`config.mk`:
```
export PLATFORM = sky130hd
export DESIGN_NAME = inst_buffer
export DESIGN_NICKNAME = d
export VERILOG_FILES = /design/src/rtl/inst_buffer.sv
export SDC_FILE = /design/constraint.sdc
export NUM_CORES = 2
export LEC_CHECK = 0
export CORE_MARGIN = 2
export CORE_UTILIZATION = 45
export CTS_CLUSTER_DIAMETER = 80
export CTS_CLUSTER_SIZE = 14
export DETAILED_ROUTE_END_ITERATION = 8
export PLACE_DENSITY = 0.61
export SLEW_MARGIN = 40
export SYNTH_ARGS = -nofsm -noshare
export SYNTH_HDL_FRONTEND = slang
export SYNTH_SLANG_ARGS = --single-unit
```
`constraint.sdc`:
```
create_clock -name clock -period 4.18 [get_ports clock]
set_input_delay 1.254 -clock clock [delete_from_list [all_inputs] [get_ports clock]]
set_output_delay 1.254 -clock clock [all_outputs]
set_load 0.1 [all_outputs]
```
`src/rtl/inst_buffer.sv`:
```
// Instruction buffer between fetch and dispatch: a circular queue that accepts up to
// two instructions per cycle and presents the two oldest to dispatch.

package inst_buffer_pkg;
    typedef struct packed {
        logic        valid;
        logic [31:0] inst;
        logic [31:0] pc;
    } IF_INST_OUT;
endpackage

module inst_buffer
    import inst_buffer_pkg::*;
#(
    parameter int NUM_ENTRIES = 8
) (
    input  logic             clock,
    input  logic             reset,
    input  logic             flush,
    input  IF_INST_OUT [1:0] if_insts_in,
    input  logic       [1:0] num_if_in,
    input  logic       [1:0] num_to_dispatch,
    output IF_INST_OUT [1:0] fetched_insts,
    output logic       [1:0] num_valid_insts,
    output logic       [1:0] num_can_accept,
    output logic             empty
);

    localparam int PTR_W = $clog2(NUM_ENTRIES);
    localparam int CNT_W = PTR_W + 1;

    typedef logic [PTR_W-1:0] ptr_t;
    typedef logic [CNT_W-1:0] cnt_t;

    IF_INST_OUT entries_q [NUM_ENTRIES];
    IF_INST_OUT entries_d [NUM_ENTRIES];
    ptr_t       head_q, head_d;
    ptr_t       tail_q, tail_d;
    cnt_t       count_q, count_d;
    cnt_t       free_slots;
    logic [1:0] enq;
    logic [1:0] deq;

    // Outputs depend only on registered state, so fetch and dispatch never see a bypass.
    always_comb begin
        free_slots      = cnt_t'(NUM_ENTRIES) - count_q;
        num_valid_insts = (count_q >= cnt_t'(2)) ? 2'd2 : count_q[1:0];
        num_can_accept  = (free_slots >= cnt_t'(2)) ? 2'd2 : free_slots[1:0];
        empty           = (count_q == '0);
        fetched_insts   = '0;
        if (num_valid_insts != 2'd0) begin
            fetched_insts[0] = entries_q[head_q];
        end
        if (num_valid_insts == 2'd2) begin
            fetched_insts[1] = entries_q[head_q + ptr_t'(1)];
        end
    end

    always_comb begin
        enq       = (num_if_in > num_can_accept) ? num_can_accept : num_if_in;
        deq       = (num_to_dispatch > num_valid_insts) ? num_valid_insts : num_to_dispatch;
        entries_d = entries_q;
        head_d    = head_q + ptr_t'(deq);
        tail_d    = tail_q + ptr_t'(enq);
        count_d   = count_q + cnt_t'(enq) - cnt_t'(deq);
        if (enq != 2'd0) begin
            entries_d[tail_q] = if_insts_in[0];
        end
        if (enq == 2'd2) begin
            entries_d[tail_q + ptr_t'(1)] = if_insts_in[1];
        end
        // Stale entries left behind by a flush are unreachable once count is zero.
        if (flush) begin
            head_d  = '0;
            tail_d  = '0;
            count_d = '0;
        end
    end

    always_ff @(posedge clock) begin
        if (reset) begin
            head_q  <= '0;
            tail_q  <= '0;
            count_q <= '0;
        end else begin
            head_q  <= head_d;
            tail_q  <= tail_d;
            count_q <= count_d;
        end
    end

    always_ff @(posedge clock) begin
        entries_q <= entries_d;
    end

endmodule

```
### Yosys cells after proc, flatten, opt, wreduce, memory -nomap -nowiden

Cells that the tools add are included.

| word-level totals | value |
|---|---|
| register bits after elaboration | 530 |
| input bits | 137 |
| output and inout bits | 135 |
| logic and storage cells | 76 |

| operators by class | value |
|---|---|
| add/sub/neg operators | 7 |
| order comparisons | 10 |
| equality and inequality tests | 2 |
| muxes and demuxes | 20 |
| bitwise logic cells | 4 |
| reductions and logical operators | 6 |

Operators by type and width:

| kind | number |
|---|---|
| 520-bit bitwise mux | 2 |
| 520-bit 2-to-1 mux | 2 |
| 65-bit 2-to-1 mux | 8 |
| 65-bit binary-select mux with 3-bit select | 2 |
| 65-bit demux with 3-bit select | 2 |
| 4-bit greater-or-equal comparator, second input constant | 4 |
| 3-bit inverter with 4-bit output | 4 |
| 4-bit by 2-bit greater-or-equal comparator with 1-bit output, second input constant | 2 |
| 4-bit by 1-bit < comparator with 1-bit output, second input constant | 2 |
| 2-bit 2-to-1 mux | 4 |
| 3-bit by 1-bit adder with 3-bit output, second input constant | 2 |
| 3-bit by 2-bit adder with 3-bit output | 2 |
| 4-bit by 2-bit adder with 4-bit output | 1 |
| 2-bit == test, second input constant | 2 |
| 2-bit > comparator | 2 |
| 4-bit logical NOT | 1 |
| 2-bit nonzero test | 2 |
| 4-bit by 2-bit subtractor with 4-bit output | 1 |
| 4-bit subtractor, first input constant | 1 |
| 1-bit logical AND | 2 |
| 2-bit OR reduction | 1 |

### Depth between registers and ports, before layout

| logic depth | value |
|---|---|
| depth in word-level cells | 9 |
| gate-level depth with buffers | 18 |

### Least setup slack after synthesis

OpenSTA, ideal clock, no wires.

| timing | value |
|---|---|
| path kind | flip-flop to output port |
| start | reg count_q[2] |
| end | out fetched_insts[100] in the netlist's numbering |
| arrival | 3,504 ps |
| data required time | 2,926 ps |
| setup slack | -578 ps |
| stages on the path, launching flop included | 8 |
| buffers on the path | 2 |
| cells stage by stage | dfxtp_1 inv_1 ha_1 nand3_1 nand2_1 clkbuf_1 clkbuf_1 a21oi_1 |

RTL lines:

| what | RTL line | RTL |
|---|---|---|
| from (decl) | 39 | `cnt_t count_q, count_d;` |
| from (signal assigned) | 88 | `count_q <= count_d;` |
| to (decl) | 23 | `output IF_INST_OUT [1:0] fetched_insts,` |

==> metrics.cfg <==
[run_status]
status=completed

[die]
die_h_um=273
dieArea_um2=74700
rows=98
io_pins=272
start_util_pct=45.6
core-area_um2=71600
die-width_um=273

[logic_synthesis]
synth_top_area_cell=dfxtp_1
ys_seq_area_share_pct=32.5
syn-num-nets=4121
async_reset_ff_share_pct=0
yosysMostFrequentCell=nor2_1
synth_area_leaders=dfxtp_1 33%, mux4_2 18%, a31oi_1 10%
synthFlopType=dfxtp_1
synth_edf_count=0
synth_area_per_cell_um2=8.23
yosys_warnings=0
ys_seq_elements=530
yosysUniqueCellTypes=35
synth_top_cells_by_count=595 x nor2_1, 530 x dfxtp_1, 523 x o21ai_0
synthCells=3962
yosysTopAreaCellShare_pct=32.5
synth.cell_area_um2=32600

[grt]
overflow=0
globalRouteTotalUtil_pct=32.2
grt_pass1_wl_um=186000
antenna_found_initial=5
grt_pass1_vias=29500
grt_max_degree=100

[run]
maxCapViolCount=0

[sta]
fin_crit_sh_pct=99.3
hold_violations=0
finalSetupViolations=0
fmax_mhz=241
slew_viol_final=0
layout_min_cycle_time_ns=4.15
worstMarginPinSlew_ns=0.893
skew_ns=0.0316
maxSlewHeadroom_pct=40.5
whs_ns=0.503
rsz0062_at_grt=yes

[clocking]
numCtsBuffers=45
clock_sinks=530
cts-htree-levels=2
cts_hold_buf=0
clk_latency_ns=0.61
root_buffer=clkbuf_16
path_clk_slew_ns=0.07
tritoncts=done
clockBufferDepth=3

[worst_hold_path]
min_path_type=reg -> reg
holdPathEnd=entries_q[377]$_DFF_P_
hold_depth=2
hold_start=entries_q[377]$_DFF_P_

[worst_setup_path]
path_max_fanout=28
crit_path_start_kind=flop
crit_chain=inv_1 -> ha_1 -> o21ai_0 -> nand3_2 -> nand2_8 -> buf_12 -> a21oi_1 -> buf_12
slowest_stage=dfxtp_1
r2r-end=count_q[2]$_SDFF_PP0_
rrSetupSlack_ns=0.43
startpoint=count_q[0]$_SDFF_PP0_
cp-end-kind=output pin
r2r-start=count_q[0]$_SDFF_PP0_
crit_arrival_ns=2.90
required_ns=2.93
crit_top_cell=buf_12
r2r_cells=17
cp_slowest_stage_delay_ns=0.49
path_delay_family=buffers and inverters
cp.buffers_inverters=3
crit_type=reg -> out

[finish]
n_fill_cell=6575
finalInstanceArea_um2=38700
drive_gt1_share_pct=16.4
area_delta_synth_final_pct=18.6
finalNonFillerCells=4836
fin_nets=4033
seq_area_um2=10600
postLayoutCoreUtil_pct=54.0
multi_input_comb_area_um2=20300

[detailed_routing]
drt-pass1-iter-count=7
routed_wl_um=124000
post_drt_wl_per_cell_um=25.6
avgViaCountPerCell=6.60
ant_nets=0
dr_total_vias=31900
drt-initial-drc-count=3723
route.detailed.drc=0

[place]
place_area_um2=37300
port_buffers=271
gp_congestion=0.817
dpl.hpwl_um=69200
dp.cells=4773

## how the worst max path moves through the flow
stage	to	slack (ns)	depth (start not counted)
global placement	count_q[2]$_SDFF_PP0_	0.1	13
detailed placement	count_q[2]$_SDFF_PP0_	0.07	14
CTS	fetched_insts[110]	0.001	8
global route	fetched_insts[67]	-0.005	6
finish	fetched_insts[100]	0.03	8
floorplan	fetched_insts[100]	-0.55	7
## per-layer routing
metal	vias up	track usage (%)	share of wire, %	wire, um
met3	281	6.24	11	13300
met2	1827	50.2	45	56100
met4	4	11.2	3.4	4250
met5	-	0	0.022	27
li1	14400	-	-	-
met1	15400	44.6	40	50100
## what timing repair did
action | CTS | global route
setup endpoints to repair | 26 | 38
setup buffers | 0 | 4
pin swaps | 0 | 1
gates resized for setup | 4 | 9
## layout by cell type (no fill, tap or decap), types with 5 or more instances in the layout
master | synthesis | final
nand2_1 | 265 | 262
ha_1 | 18 | 17
buf_12 | 0 | 155
nor2_1 | 595 | 573
clkdlybuf4s50_1 | 0 | 136
mux2i_1 | 65 | 61
a21oi_1 | 68 | 54
o21ai_0 | 523 | 523
buf_4 | 0 | 85
nor2_2 | 0 | 21
mux4_2 | 260 | 260
inv_1 | 22 | 22
clkbuf_16 | 0 | 47
a21oi_2 | 0 | 14
and2_1 | 5 | 5
a31oi_1 | 521 | 521
dfxtp_1 | 530 | 526
or3_1 | 521 | 520
o2111ai_4 | 0 | 8
## layout make-up
type,instances,share of cell area (%)
well taps,950,3.07
diodes,3,0.0194
clock inverters,6,0.120
multi-input cells,2892,52.5
inverters,23,0.230
repair buffers,382,13.4
flip-flops and latches,530,27.5
clock buffers,50,3.12
## worst min-delay path: cells and delay by family (launching register included)
family	cells	cell delay (ns)
AOI/OAI and AO/OA	2	0.14
DFF	1	0.32
## registers in the layout (all words and copies together) (netlist names)
register,flops
count_q,4
entries_q,520
head_q,3
tail_q,3
## stage by stage
stage	setup WS, ns	TNS (ns)
global route	-0.00473	-0.00473
detailed placement	0.0720	0
floorplan	-0.546	-29.48
CTS	0.000976	0
finish	0.0287	0
global placement	0.0982	0
## kinds of logic after synthesis
kind of cell,after synthesis,share of synthesized area (%)
AND/OR/NAND/NOR,1407,20.3
XOR/XNOR,10,0.268
adder cells (fa/ha/maj),22,0.936
multiplexers,325,19.9
AO/OA/AOI/OAI,1128,19.5
flip-flops,530,32.5
buffers and inverters,540,6.49
Power is not shown: default switching activity piles up to over one toggle a cycle in this logic, so the estimate is an artifact.
